[src/rtl/alu_cmd_driver.sv]
// rtl/alu_cmd_driver.sv - command sequencer and statistics front end for the registered ALU
module alu_cmd_driver #(
    parameter int WIDTH = 8,
    parameter int CNT_W = 16
) (
    input  logic             i_CLK,
    input  logic             i_RSTn,
    input  logic             i_cmd_valid,
    output logic             o_cmd_ready,
    input  logic [WIDTH-1:0] i_cmd_arg0,
    input  logic [WIDTH-1:0] i_cmd_arg1,
    input  logic [1:0]       i_cmd_oper,
    output logic [WIDTH-1:0] o_alu_arg0,
    output logic [WIDTH-1:0] o_alu_arg1,
    output logic [1:0]       o_alu_oper,
    input  logic [WIDTH-1:0] i_alu_result,
    input  logic [2:0]       i_alu_flag,
    output logic             o_rsp_valid,
    input  logic             i_rsp_ready,
    output logic [WIDTH-1:0] o_rsp_result,
    output logic [2:0]       o_rsp_flag,
    output logic [CNT_W-1:0] o_op_count,
    output logic [CNT_W-1:0] o_ovf_count,
    output logic             o_busy
);

    typedef enum logic [1:0] {
        IDLE,
        EXEC,
        CAPT,
        RESP
    } state_t;

    state_t state;
    state_t state_next;
    logic   cmd_fire;
    logic   rsp_fire;

    // Ready is gated by reset so a command presented during reset is never taken.
    assign o_cmd_ready = (state == IDLE) && i_RSTn;
    assign o_busy      = (state != IDLE);
    assign cmd_fire    = i_cmd_valid && o_cmd_ready;
    assign rsp_fire    = o_rsp_valid && i_rsp_ready;

    always_ff @(posedge i_CLK) begin
        if (!i_RSTn) begin
            state <= IDLE;
        end else begin
            state <= state_next;
        end
    end

    always_comb begin
        state_next = state;
        case (state)
            IDLE:    if (cmd_fire) state_next = EXEC;
            EXEC:    state_next = CAPT;
            CAPT:    state_next = RESP;
            RESP:    if (rsp_fire) state_next = IDLE;
            default: state_next = IDLE;
        endcase
    end

    always_ff @(posedge i_CLK) begin
        if (!i_RSTn) begin
            o_alu_arg0   <= '0;
            o_alu_arg1   <= '0;
            o_alu_oper   <= '0;
            o_rsp_valid  <= 1'b0;
            o_rsp_result <= '0;
            o_rsp_flag   <= '0;
            o_op_count   <= '0;
            o_ovf_count  <= '0;
        end else begin
            if (cmd_fire) begin
                o_alu_arg0 <= i_cmd_arg0;
                o_alu_arg1 <= i_cmd_arg1;
                o_alu_oper <= i_cmd_oper;
            end
            // The ALU result register is valid one cycle after EXEC.
            if (state == CAPT) begin
                o_rsp_result <= i_alu_result;
                o_rsp_flag   <= i_alu_flag;
                o_rsp_valid  <= 1'b1;
            end
            if (rsp_fire) begin
                o_rsp_valid <= 1'b0;
                o_op_count  <= o_op_count + 1'b1;
                if (o_rsp_flag[0] && (o_ovf_count != {CNT_W{1'b1}})) begin
                    o_ovf_count <= o_ovf_count + 1'b1;
                end
            end
        end
    end

endmodule

[config.mk]
export PLATFORM = sky130hd
export DESIGN_NAME = alu_cmd_driver
export DESIGN_NICKNAME = d
export VERILOG_FILES = /design/src/rtl/alu_cmd_driver.sv
export SDC_FILE = /design/constraint.sdc
export NUM_CORES = 1
export LEC_CHECK = 0
export CORE_MARGIN = 2
export CORE_UTILIZATION = 25
export CTS_BUF_LIST = sky130_fd_sc_hd__clkbuf_16
export DETAILED_ROUTE_END_ITERATION = 10
export PLACE_DENSITY = 0.58
export SLEW_MARGIN = 30
export SYNTH_ARGS = -nofsm -noshare
export SYNTH_HDL_FRONTEND = slang
export SYNTH_SLANG_ARGS = --single-unit
export TNS_END_PERCENT = 50
[constraint.sdc]
create_clock -name i_CLK -period 2.2 [get_ports i_CLK]
set_input_delay 0.33 -clock i_CLK [delete_from_list [all_inputs] [get_ports i_CLK]]
set_output_delay 0.33 -clock i_CLK [all_outputs]
set_load 0.01 [all_outputs]
==> results of run 1 <==
==> metal layers <==
metal | vias up | part of all wire, % | global-route usage [%]
li1 | 1301 | - | -
met1 | 1143 | 44 | 14.40
met2 | 62 | 49 | 20.49
met3 | 6 | 6.2 | 3.632
met4 | 0 | 0.99 | 5.311
met5 | - | 0 | 0
==> worst max-delay path, stage by stage (launching register included) <==
cell	delay, ns
dfxtp_1	0.32
inv_1	0.11
ha_1	0.18
inv_1	0.08
nor2_1	0.10
clkdlybuf4s50_1	0.54
==> state kept, by name, indices dropped and copies added (netlist names) <==
name,count
o_alu_oper,2
o_rsp_valid,1
o_op_count,16
o_rsp_flag,3
o_ovf_count,16
o_alu_arg1,8
state,2
o_alu_arg0,8
o_rsp_result,8
==> layout by cell type (no fill, tap or decap), types with 2 or more instances in the layout <==
cell,instances
xnor2_1,2
nor2_1,29
nand4_1,11
nand2_1,53
nand2b_1,5
nor4_1,6
mux2i_1,17
buf_4,12
inv_1,9
clkbuf_16,9
or4_1,5
clkinv_1,2
and4_1,4
clkdlybuf4s50_1,96
o31ai_1,5
nor3_1,2
nand3_1,9
dfxtp_1,64
and3_1,3
a211oi_1,2
a21oi_1,14
o21ai_0,27
ha_1,6
or3_1,7
xor2_1,8
==> logic make-up (layout without fill, tap and decap cells) <==
logic type | after synthesis | count (layout) | synth area share (%)
flops | 64 | 64 | 47.61
xor+xnor | 10 | 10 | 3.255
buf+inv | 27 | 131 | 3.859
compound gates | 52 | 52 | 10.83
simple gates | 139 | 139 | 25.34
fa+ha+maj | 6 | 6 | 2.789
mux | 17 | 17 | 6.323
==> path summary, 6_finish.rpt <==
kind	depth (start not counted)	endpoint	slack, ns	startpoint
max	5	o_cmd_ready	0.23	state[0]$_SDFFE_PN0P_
min	2	o_alu_arg1[7]$_SDFFE_PN0P_	0.46	o_alu_arg1[7]$_SDFFE_PN0P_
max reg2reg	5	o_ovf_count[6]$_SDFFE_PN0P_	0.35	o_ovf_count[0]$_SDFFE_PN0P_
min reg2reg	2	o_alu_arg1[7]$_SDFFE_PN0P_	0.46	o_alu_arg1[7]$_SDFFE_PN0P_
==> power breakdown <==
| part | switching (mW) | internal [mW] |
|---|---|---|
| clock | 0.483 | 0.855 |
| sequential | 0.0839 | 1.30 |
| combinational | 0.356 | 0.427 |
| total | 0.923 | 2.58 |
==> layout make-up <==
class                      instances  area, um2
fill                            1052       6252
tap                              136      170.2
multi-input combinational        224       1306
sequential                        64       1281
clock buffer                       9      225.2
inverter                           8      30.03
clock inverter                     6      53.80
timing repair buffer             108       1051
==> per-stage QoR <==
step	total power, mW	worst slack [ns]	util (%)
CTS	3.569	0.1982	39.71
finish	3.501	0.2253	39.71
detailed placement	2.197	0.05968	37.02
global route	3.700	0.1221	39.71
global placement	2.174	0.05876	37.02
floorplan	1.783	0.4123	-
==> results.md, run 1 <==
* Peak supply drop at between 0.4 and 0.5 mV
* Fin Setup TNS at 0 ns
* Post-DRT Antenna Nets at 0
* Count of cell types in the netlist at 34
* F_max at 0.5064 GHz
* Leading area contributor after synthesis: dfxtp_1
* CTS resizes at 0
* First-pass GRT wire length at ~11,000 um
* Slew HR at 52.79%
* Yosys warns at 0
* Syn Nets at about 350
* RSZ-0062 raised after global routing: no
* Critical path fanouts, max at 3
* Most frequent cell after synthesis: dfxtp_1
* Fin area at a little over 0.004 mm2
* Crit path kind: reg -> out
* #FFs+latches synth at 64
* # diodes at 0
* Initial DRC Count at between 50 and 60
* Num Clock Sinks at between 60 and 70
* IO Port Bufs at 96
* First-pass DRT Iterations at 4
* HP Class: reg -> reg
* # hold bufs at CTS at 0
* Wire length per cell at 12.33 um
* Initial Util at between 20 and 30%
* Total gr overflow at 0
* CTS tree: done
* Setup bufs post-CTS at 0
* Max Cap Violations at 0
* Mapped Area at around 0.0027 mm2
* Synth top area cells: dfxtp_1 (48%), nand2_1 (7.4%), mux2i_1 (6.3%)
* Critical path required time at ~1.9 ns
* Remaining DRCs at 0
* Die Y at approximately 110 um
* Final Non-Filler Cells at approximately 560
* Setup Skew at 0.004411 ns
* Number of global-route vias before repair at approximately 2,500
* Post-synthesis sequential area ratio at 47.61%
* Post-synth top area share at 47.61%
* Largest net degree at the start of global routing at 43
* Final hold vios at 0
* Arr. time, crit path at roughly 1.6 ns
* Num CTS Buffers at 9
* Total GRT Usage at between 10% and 20%
* Final Slew Violations at 0
* Worst Setup End Kind: output pin
* DRT Wirelength at 6842 um
* Die width at 107.8 um
* Gpl congestion at slightly below 0.8
* Avg Vias per Cell at roughly 4.5
* Placed cells at between 500 and 600
* Clk buf depth at 2
* Post-synth EDFFs at 0
* CP Launch Type: flip-flop
* Post-DP HPWL at between 5000 and 6000 um
* Leak at 1.411 nW
* Syn Inst Count at around 320
* Num rows at 37
* Root Driver: clkbuf_16
* Cell Area, Placed at roughly 0.0038 mm2
* Worst-path clk slew at roughly 0.05 ns
* P&R area growth vs syn at 53.00%
* Part of the cycle the worst path needs at between 80% and 90%
* Top_reg_cell synth: dfxtp_1
* Antenna violations before repair at 0
* Hold WS at 0.4565 ns
* Syn Area/Cell at about 8.5 um2
* Status: completed
* NumNets Final at between 400 and 500
* Io pins at just under 100
* Ratio of cells with drive above 1 in the final layout at about 6.4%
* Minimum clock period at about 2.0 ns
* Core Region at around 0.010 mm2
* Top post-synthesis cells by count: dfxtp_1 (64), nand2_1 (53), nor2_1 (29), o21ai_0 (27), mux2i_1 (17)
* PwrDens at ~850 mW/mm2
* Worst Tran Pin Value at 0.7082 ns
* Die ar. at around 0.012 mm2
* Ys async rst share at 0%
* Finish-stage setup viols at 0
* Vias at roughly 2,500
* Clock Latency Late Sink at about 0.32 ns
* H-tree levels at 3
(Power assumes the default switching activity.)
==> run 2, diff against run 1 <==
Settings changed: ABC_AREA set to 0, ABC_CLOCK_PERIOD_IN_PS set to 2200, CORE_UTILIZATION 25 to 35, PLACE_DENSITY 0.58 to 0.73.
==> run 2 against run 1 <==
Final area decreased by 1.5%. Power is 0.58% higher. Clock-buffer cell count unchanged. Fmax down 2.4%. Non-clock buffer count is 3 lower. Register-to-register slack better by 0.02 ns. Via count up 0.48%. Hold slack lost 0.0011 ns. Sequential power hardly changed.
==> results.md, run 2 (synthesis results as in run 1) <==
* Worst r2r src: o_ovf_count[0]$_SDFFE_PN0P_
* Comb power frac at between 20% and 30%
* Pwr Total at ~3.5 mW
* Commonest non-fill, non-tap cells in the layout: clkdlybuf4s50_1 (96), dfxtp_1 (64), nand2_1 (53)
* Num rows at 31
* Die ar. at 0.008407 mm2
* Post-DRT Antenna Nets at 0
* DRT Wirelength at 6584 um
* NumNets Final at 451
* Crit path cell chain: inv_1, ha_1, inv_1, nor2_1, clkdlybuf4s50_1
* Critical Path Slowest Stage Cell: clkdlybuf4s50_1
* Post-DP HPWL at 4699 um
* Part of the cycle the worst path needs at 91.98%
* Wire length per cell at ~13 um
* Slew HR at 53.96%
* Remaining DRCs at 0
* Core Region at about 0.0073 mm2
* Commonest non-fill, non-tap cell in the layout: clkdlybuf4s50_1
* Vias at 2,524
* RSZ-0062 raised after global routing: no
* Initial DRC Count at about 140
* Die width at 91.69 um
* PwrDens at roughly 870 mW/mm2
* Crit. Startpoint: state[0]$_SDFFE_PN0P_
* Num Clock Sinks at 64
* IO Port Bufs at 96
* H-tree levels at 3
* CP delay by family, top: buffers and inverters
* Arr. time, crit path at between 1.5 and 2 ns
* Ratio of cells with drive above 1 in the final layout at slightly above 6%
* Fin Setup TNS at 0 ns
* F_max at approximately 0.49 GHz
* Root Driver: clkbuf_16
* P&R area growth vs syn at 50.77%
* Gpl congestion at between 0.7 and 0.8
* HP Class: reg -> reg
* Clock Power Share at 38.6%
* First-pass GRT wire length at roughly 11,000 um
* Critical path required time at roughly 1.9 ns
* Antenna violations before repair at 0
* Final Slew Violations at 0
* Most repeated library cell on the critical path: inv_1
* Final Non-Filler Cells at about 520
* Total GRT Usage at 16.01%
* Fill count at ~660
* Biggest regs: o_op_count x16, o_ovf_count x16
* Buf/Inv on CP at 3
* # diodes at 0
* Number of global-route vias before repair at 2,327
* Setup Skew at approximately 0.0062 ns
* Sequential share of power at 39.2%
* Placed cells at 500
* Worst Tran Pin Value at about 0.7 ns
* Die Y at 91.69 um
* Status: completed
* Clock Latency Late Sink at around 0.32 ns
* First-pass DRT Iterations at 5
* Int Power at 2.583 mW
* Finish-stage setup viols at 0
* Avg Vias per Cell at 4.891
* Worst-path clk slew at 0.05 ns
* Num CTS Buffers at 9
* Leak at between 1 and 1.5 nW
* Peak supply drop at just under 0.6 mV
* Total gr overflow at 0
* Largest net degree at the start of global routing at 43
* Worst Setup End Kind: output pin
* Max stage delay on crit path at around 0.55 ns
* CTS tree: done
* Sw Share at between 20% and 30%
* P_sw at about 940 uW
* Max Cap Violations at 0
* Hold path start: o_alu_arg1[7]$_SDFFE_PN0P_
* Final hold vios at 0
* CP Launch Type: flip-flop
* Critical path fanouts, max at 3
* Setup bufs post-CTS at 0
* Minimum clock period at ~2 ns
* # hold bufs at CTS at 0
* CTS resizes at 0
* Crit path kind: reg -> out
* Initial Util at between 30% and 40%
* Io pins at 97
* Clk buf depth at 2
-- run 2: cell count changes in the layout (fill, tap and decap cells not counted) --
cell	previous run	this run
buf_4	12	9
inv_1	9	7
clkinv_1	2	3
clkinv_2	1	2
clkinvlp_4	1	2
-- run 2: per-stage QoR --
step / instance area [um2] / worst slack, ns / hold WS [ns] / utilization, %
after CTS: 4058 / 0.1642 / 0.4586 / 55.35
after global routing: 4058 / 0.07620 / 0.4740 / 55.35
after global placement: 3770 / 0.07405 / 0.4438 / 51.43
after detailed placement: 3770 / 0.07759 / 0.4515 / 51.43
final: 4058 / 0.1765 / 0.4554 / 55.35
after floorplan: 2691 / 0.4123 / 0.4386 / -
-- run 2: path summary, 6_finish.rpt --
kind,endpoint,slack [ns],cells past startpoint
setup / recovery,o_cmd_ready,0.18,5
hold / removal,o_alu_arg1[7]$_SDFFE_PN0P_,0.46,2
setup reg to reg,o_ovf_count[6]$_SDFFE_PN0P_,0.37,5
hold reg to reg,o_alu_arg1[7]$_SDFFE_PN0P_,0.46,2
-- run 2: per-layer routing --
metal / global-route usage [%] / part of all wire [%] / vias to the layer above
met5: 0 / 0 / -
met4: 6.841 / 1.3 / 0
met3: 4.026 / 5.6 / 7
met2: 26.59 / 49 / 74
met1: 19.70 / 44 / 1155
li1: - / - / 1288
-- run 2: power by group through the flow --
stage	clock network, mW	registers (mW)	logic [mW]
after CTS	1.39	1.38	0.791
after floorplan	0	1.45	0.334
after global routing	1.44	1.40	0.855
after global placement	0	1.40	0.765
final	1.36	1.38	0.780
after detailed placement	0	1.40	0.787
-- run 2: layout make-up --
class / count / area, um2 / share of cell area, %
clock buffer: 9 / 225.2 / 5.550
tap: 99 / 123.9 / 3.053
multi-input combinational: 224 / 1306 / 32.19
sequential: 64 / 1281 / 31.58
timing repair buffer: 105 / 1028 / 25.35
clock inverter: 7 / 62.56 / 1.542
inverter: 8 / 30.03 / 0.7401
-- run 2: worst register-to-register path, delay by kind of cell (launching register included) --
kind	cells	cell delay, ns
simple gates	3	1.04
flops	1	0.39
fa+ha+maj	1	0.19
compound gates	1	0.15
==> run 3, diff against run 2 <==
Settings changed: DONT_BUFFER_PORTS set to 1, PLACE_DENSITY 0.73 to 0.57, TNS_END_PERCENT 50 to 30.
==> run 3 against run 2 <==
Sequential cell count stayed put. Clock power rose by 7%. Worst setup slack improved by 0.097 ns. Die area is the same. Via count down 13%. Critical path type is now reg -> reg. Critical endpoint is now o_ovf_count[6]$_SDFFE_PN0P_.
==> results.md, run 3 (synthesis results as in run 1) <==
* Crit. Startpoint: o_ovf_count[0]$_SDFFE_PN0P_
* Die Y at 91.69 um
* Gpl congestion at ~0.80
* Dpl ws at about 0.28 ns
* First-pass GRT wire length at between 9000 and 10,000 um
* RSZ-0062 raised after global routing: no
* R2R depth at 5
* Worst Setup End Kind: flip-flop
* Post-DP HPWL at between 4000 and 5000 um
* Met3 Use GR at ~6.5%
* HP Class: in -> reg
* Max Cap Violations at 0
* Slew HR at about 53%
* Total GRT Usage at between 10 and 15%
* Setup bufs post-CTS at 0
* Die width at approximately 90 um
* Commonest non-fill, non-tap cells in the layout: dfxtp_1 (64), nand2_1 (53), nor2_1 (29)
* Num Clock Sinks at 64
* Worst Tran Pin Value at about 0.70 ns
* Antenna violations before repair at 0
* Worst r2r src: o_ovf_count[0]$_SDFFE_PN0P_
* Fin area at roughly 0.0031 mm2
* CTS tree: done
* PwrDens at about 1100 mW/mm2
* H-tree levels at 3
* Worst-path clk slew at ~0.050 ns
* Core Region at around 0.0073 mm2
* Initial Util at 36.71%
* Largest net degree at the start of global routing at 37
* Crit path kind: reg -> reg
* Routing usage on met1 at 17.38%
* Critical path fanouts, max at 8
* Status: completed
* Leak at 1.067 nW
* Fin Setup TNS at 0 ns
* GRT busiest layer: met2
* Vias at ~2,200
* CTS resizes at 0
* Die ar. at 0.008407 mm2
* CP endpoint: o_ovf_count[6]$_SDFFE_PN0P_
* # diodes at 0
* Num rows at 31
* First-pass DRT Iterations at 6
* GRT met2 Usage at ~23%
* Wire length per cell at between 10 and 15 um
* Commonest non-fill, non-tap cell in the layout: dfxtp_1
* Placed cells at 403
* Remaining DRCs at 0
* Post-DRT Antenna Nets at 0
* FF-to-FF setup slack at between 0.2 and 0.3 ns
* Num CTS Buffers at 9
* Part of the cycle the worst path needs at between 80% and 90%
* Final Slew Violations at 0
* P&R area growth vs syn at 15.43%
* CP Launch Type: flip-flop
* Final hold vios at 0
* F_max at ~0.52 GHz
* Ratio of cells with drive above 1 in the final layout at roughly 7.2%
* Biggest regs: o_op_count x16, o_ovf_count x16
* Root Driver: clkbuf_16
* DRT Wirelength at around 5900 um
* Clk buf depth at 2
* Final Non-Filler Cells at roughly 420
* Arr. time, crit path at 2.18 ns
* Clock Latency Late Sink at 0.32 ns
* Setup Skew at 0.006236 ns
* # hold bufs at CTS at 0
* NumNets Final at ~350
* Avg Vias per Cell at about 5.2
* Number of global-route vias before repair at a little over 2,000
* IO Port Bufs at 0
* Post-route setup slack at ~0.27 ns
* Peak supply drop at roughly 0.49 mV
* Reg-to-Reg End: o_ovf_count[6]$_SDFFE_PN0P_
* Hold WS at roughly 0.12 ns
* Minimum clock period at between 1.5 and 2 ns
* Cell Area, Placed at roughly 0.0028 mm2
* Finish-stage setup viols at 0
* Io pins at 97
* Critical path required time at between 2 and 2.5 ns
* Initial DRC Count at between 40 and 50
* Total gr overflow at 0
-- run 3: through the flow --
| stage | utilization [%] | total power, mW |
|---|---|---|
| 2_1_floorplan | - | 1.783 |
| 3_3_place_gp | 38.21 | 1.858 |
| 3_5_place_dp | 38.21 | 1.871 |
| 4_1_cts | 42.38 | 3.354 |
| 5_1_grt | 42.38 | 3.477 |
| 6_report | 42.38 | 3.297 |
-- run 3: worst min path at each step --
| stage | from | endpoint | slack, ns | depth (start not counted) |
|---|---|---|---|---|
| floorplan | i_cmd_arg0[0] | o_alu_arg0[0]$_SDFFE_PN0P_ | 0.44 | 2 |
| global placement | i_cmd_oper[1] | o_alu_oper[1]$_SDFFE_PN0P_ | 0.44 | 2 |
| detailed placement | i_cmd_arg0[7] | o_alu_arg0[7]$_SDFFE_PN0P_ | 0.45 | 2 |
| CTS | i_cmd_arg1[6] | o_alu_arg1[6]$_SDFFE_PN0P_ | 0.11 | 2 |
| global route | i_cmd_arg1[6] | o_alu_arg1[6]$_SDFFE_PN0P_ | 0.11 | 2 |
| finish | i_cmd_arg0[3] | o_alu_arg0[3]$_SDFFE_PN0P_ | 0.12 | 2 |
-- run 3: area by class of cell --
cell class | count | area, um2
flip-flops and latches | 64 | 1281
clock buffers | 9 | 225.2
inverters | 8 | 30.03
multi-input cells | 224 | 1306
well taps | 99 | 123.9
fillers | 717 | 4224
clock inverters | 7 | 80.08
repair buffers | 8 | 60.06
-- run 3: metal layers --
metal | routed length (um) | vias up | part of all wire, %
li1 | - | 1099 | -
met1 | 2580 | 1015 | 44
met2 | 2788 | 63 | 47
met3 | 425 | 9 | 7.2
met4 | 86 | 0 | 1.5
met5 | 0 | - | 0
-- run 3: critical path, cell delays in order, from the launching register on --
cell     delay, ns
dfxtp_1       0.45
ha_1          0.21
nand3_1       0.13
or2_0         0.38
or4_1         0.55
a21oi_1       0.14
-- run 3: power breakdown --
part           leakage, nW  switching [mW]  internal [mW]  total, mW
Combinational        0.387           0.230          0.165      0.396
Clock                0.161           0.485          0.972       1.46
Sequential           0.519           0.148           1.30       1.44
==> RTL edit 1: new RTL, flow settings as in run 1 <==
Reset style: asynchronous (`i_RSTn`), changed in 2 clocked blocks.
--- a/src/rtl/alu_cmd_driver.sv
+++ b/src/rtl/alu_cmd_driver.sv
@@ -44,3 +44,3 @@
 
-    always_ff @(posedge i_CLK) begin
+    always_ff @(posedge i_CLK or negedge i_RSTn) begin
         if (!i_RSTn) begin
@@ -63,3 +63,3 @@
 
-    always_ff @(posedge i_CLK) begin
+    always_ff @(posedge i_CLK or negedge i_RSTn) begin
         if (!i_RSTn) begin
Formal check against the unedited RTL: differs if i_RSTn is asserted again (counterexample within 4 cycles, from zero or initial values and one cycle with i_RSTn low); with i_RSTn held inactive, the same outputs for 10 cycles.
==> RTL edit 1 against run 1 <==
  * Setup slack got worse by 0.073 ns
  * Sequential cell count did not move
  * Final area rose by 3.1%
  * Wire length shrank 7.1%
  * Synthesized area grew 4.1%
  * Clock skew is 0.0021 ns higher
  * Die area rose by 4.0%
  * Fmax fell by 3.6%
  * Highest routed layer unchanged
Power is not compared: it rests on default switching activity, and its combinational part moved more than twofold at a synthesized area within 25%.
==> RTL edit 1: results (changes against run 1) <==
metric	value	unit	change
drc	0		unchanged
root_buffer	clkbuf_16		unchanged
avgSynthCellArea	13.2	µm²	was 8.54 µm²
regArea	1600	µm²	was 1280 µm²
finalClockSkew	0.00649	ns	was 0.00441 ns
grt_util_met3	5.16	%	was 3.63%
viasPerCell	4.25		was 4.53
ir_worst_vdd	0.000507	V	
synth_warnings	0		unchanged
dr.pass1.iters	4		unchanged
syn_nets	251		was 354
path_max_fanout	4		was 3
status	completed		unchanged
seq_power_share	36.7	%	
synthArstFlopShare	100	%	was 0%
yosys.area_share.xor_xnor	9.38	%	was 3.25%
wl_per_cell	13.6	µm	was 12.3 µm
synth-seq-area-share	57.1	%	was 47.6%
synthTopCellsByCount	dfrtp_1, mux2_2, xor2_1		was dfxtp_1, nand2_1, nor2_1
synth.area.mux_share	12.2	%	was 6.32%
grt_use_met1	14.0	%	was 14.4%
drt_iter0_drc	45		was 54
synth-compound-area-share	2.10	%	was 10.8%
antenna_found_initial	0		unchanged
place_inst	449		was 540
clockBufferDepth	2		unchanged
finalNonFillerCells	466		was 555
dpl_cell_area	3950	µm²	was 3840 µm²
final_nets	360		was 454
relSlewSlack	57.0	%	was 52.8%
grt_max_degree	52		was 43
min_path_type	reg2reg		unchanged
use_met2	16.8	%	was 20.5%
dr_wl_met2	2990	µm	was 3340 µm
routabilityCongestion	0.732		was 0.789
pre_cts_ws	0.311	ns	was 0.0597 ns
grt_pass1_vias	2098		was 2,502
synth_fa_ha_area_share	2.68	%	was 2.79%
grt_usage	11.2	%	was 12.2%
cp_slowest_cell	clkdlybuf4s50_1		unchanged
wl_met1	2800	µm	was 3010 µm
place_hpwl	4670	µm	was 5010 µm
ys.flop_type	dfrtp_1		was dfxtp_1
synth_area_leaders	dfrtp_1, mux2_2, xor2_1, xnor2_1, ha_1		was dfxtp_1, nand2_1, mux2i_1, o21ai_0, nor2_1
grt_pass1_wl	10300	µm	was 11,300 µm
layout-drive-gt1-share	18.4	%	was 6.44%
clk_pin_slew	0.06	ns	
arrival	1.72	ns	was 1.64 ns
met3WireLength	498	µm	was 424 µm
==> RTL edit 1: area by class of cell <==
class | count | area share (%)
timing repair buffer | 101 | 23.5
clock buffer | 9 | 5.30
inverter | 6 | 0.530
tap | 140 | 4.12
clock inverter | 7 | 1.50
sequential | 64 | 37.7
multi-input combinational | 139 | 27.4
==> RTL edit 1: timing repair <==
action / 4_1_cts / 5_1_grt
hold endpoints to repair: 13 / 0
gates resized for setup: 0 / 0
hold buffers: 1 / 0
==> RTL edit 1: path summary, 6_finish.rpt <==
check                            endpoint  cells after the start           start  slack (ns)
min in group asynchronous   o_alu_oper[0]                      3          i_RSTn        0.58
max in group asynchronous   o_op_count[0]                      3          i_RSTn        1.00
setup / recovery              o_cmd_ready                      4        state[0]        0.15
setup reg to reg           o_ovf_count[1]                      5  o_ovf_count[0]        0.48
hold / removal             o_op_count[15]                      1  o_op_count[15]        0.47
hold reg to reg            o_op_count[15]                      1  o_op_count[15]        0.47
==> RTL edit 2: new RTL, flow settings as in run 1 <==
Made on the original files. Change the parameter `WIDTH` from 8 to 10.
--- a/src/rtl/alu_cmd_driver.sv
+++ b/src/rtl/alu_cmd_driver.sv
@@ -2,3 +2,3 @@
 module alu_cmd_driver #(
-    parameter int WIDTH = 8,
+    parameter int WIDTH = 10,
     parameter int CNT_W = 16
Interface: changed (6 resized); port bits go from 97 to 109. No check against the original RTL was run, so the function may have changed too.
==> RTL edit 2 against run 1 <==
  * Synthesized area increased by 7.8%
  * Wire length increased by 11%
  * Final area increased by 6.6%
  * Critical endpoint is now o_busy
  * Highest routed layer unchanged
  * Sequential power increased by 11%
  * Total power rose by 5.6%
  * Setup slack got worse by 0.034 ns
  * Utilization shrank 1.1 points
  * Sequential cell count up 6
==> RTL edit 2: results (changes against run 1) <==
metric	value	unit	change
status	completed		unchanged
cts_inserted_buffers	9		unchanged
top_regs	o_op_count x16, o_ovf_count x16		unchanged
overflow	0		unchanged
avgSynthCellArea	8.66	µm²	was 8.54 µm²
arrival	1.68	ns	was 1.64 ns
met3WireLength	543	µm	was 424 µm
synth_area_leaders	dfxtp_1, nand2_1, mux2i_1, o21ai_0, nor2_1		unchanged
post-cts-setup-buffers	0		unchanged
p_leak	1.50	nW	was 1.41 nW
io_buffers	108		was 96
viasPerCell	4.67		was 4.53
top_layer_used	met4		unchanged
final_nets	488		was 454
grt_max_degree	45		was 43
switching_share	28.0	%	was 26.4%
place_inst	575		was 540
synth.area.mux_share	5.87	%	was 6.32%
antenna_found_initial	0		unchanged
syn_nets	380		was 354
grt_pass1_wl	12500	µm	was 11,300 µm
drt_iter0_drc	116		was 54
synthTopCellsByCount	dfxtp_1, nand2_1, o21ai_0		was dfxtp_1, nand2_1, nor2_1
yosys.area_share.xor_xnor	2.72	%	was 3.25%
routabilityCongestion	0.762		was 0.789
synth_warnings	0		unchanged
synth_cell_types	39		was 34
finalClockSkew	0.00488	ns	was 0.00441 ns
wl_met1	3390	µm	was 3010 µm
grt_pass1_vias	2688		was 2,502
synth_fa_ha_area_share	2.59	%	was 2.79%
path_max_fanout	3		unchanged
drc	0		unchanged
insertion_delay	0.33	ns	
tightest_slew	0.498	ns	was 0.708 ns
place_hpwl	5320	µm	was 5010 µm
htreeDepth	3		unchanged
hold_viol_final	0		unchanged
routed_wl	7570	µm	was 6840 µm
synth-compound-area-share	12.4	%	was 10.8%
cts_resized	0		unchanged
dr_total_vias	2758		was 2,512
dr_wl_met2	3560	µm	was 3340 µm
grt_usage	12.3	%	was 12.2%
synth-seq-area-share	48.3	%	was 47.6%
ir_worst_vdd	0.000350	V	was 0.000484 V
layout-drive-gt1-share	5.80	%	was 6.44%
root_buffer	clkbuf_16		unchanged
## RTL edit 2: cell count changes in the layout (fill, tap and decap cells not counted), moves of 3 or more
cell,delta
nand3_1,-3
nand4_1,-3
nand2b_1,-3
a21oi_1,+5
o21ai_0,+7
buf_4,-7
dfxtp_1,+6
nand2_1,+8
clkdlybuf4s50_1,+12
## RTL edit 2: final cells by class
class / instances / area (µm²)
tap: 143 / 179
timing repair buffer: 113 / 1120
fill: 1183 / 6980
sequential: 70 / 1400
clock inverter: 7 / 33.8
clock buffer: 9 / 225
multi-input combinational: 241 / 1400
inverter: 8 / 30.0
## RTL edit 2: critical path: stages, from the launching register on
cell and delay, ns:
dfxtp_1 0.36, inv_1 0.09, ha_1 0.21, inv_1 0.13, clkdlybuf4s50_1 0.56
## RTL edit 2: cells by family (layout without fill, tap and decap cells)
group | after synthesis | in the layout
AND/OR/NAND/NOR | 144 | 144
flip-flops | 70 | 70
AO/OA/AOI/OAI | 65 | 65
buffers and inverters | 24 | 137
multiplexers | 17 | 17
XOR/XNOR | 9 | 9
adder cells (fa/ha/maj) | 6 | 6
## RTL edit 2: stage by stage
step           area, µm²  hold slack, ns  util, %  setup WS (ns)  power (mW)
2_1_floorplan       2900           0.439        -          0.543        1.98
3_3_place_gp        4130           0.443     36.3          0.162        2.46
3_5_place_dp        4130           0.451     36.3          0.101        2.47
4_1_cts             4390           0.460     38.6          0.162        3.77
5_1_grt             4390           0.489     38.6         0.0890        3.93
6_report            4390           0.452     38.6          0.191        3.70
## RTL edit 2: layer usage
| layer | track usage (%) | vias up |
|---|---|---|
| met4 | 5.10 | 0 |
| li1 | - | 1397 |
| met5 | 0 | - |
| met3 | 4.84 | 7 |
| met1 | 14.7 | 1271 |
| met2 | 19.8 | 83 |
## RTL edit 2: path summary, 6_finish.rpt
kind	slack [ns]	cells after the start	from	endpoint
setup reg to reg	0.34	5	o_ovf_count[0]	o_ovf_count[4]
hold / removal	0.45	2	o_alu_arg0[9]	o_alu_arg0[9]
setup / recovery	0.19	4	state[0]	o_busy
hold reg to reg	0.45	2	o_alu_arg0[9]	o_alu_arg0[9]
## RTL edit 2: power by group through the flow
| stage | Combinational [mW] | Clock, mW | Sequential (mW) |
|---|---|---|---|
| finish | 0.906 | 1.27 | 1.53 |
| global route | 0.995 | 1.39 | 1.55 |
| CTS | 0.924 | 1.32 | 1.53 |
| detailed placement | 0.923 | 0 | 1.55 |
| global placement | 0.915 | 0 | 1.55 |
| floorplan | 0.382 | 0 | 1.60 |
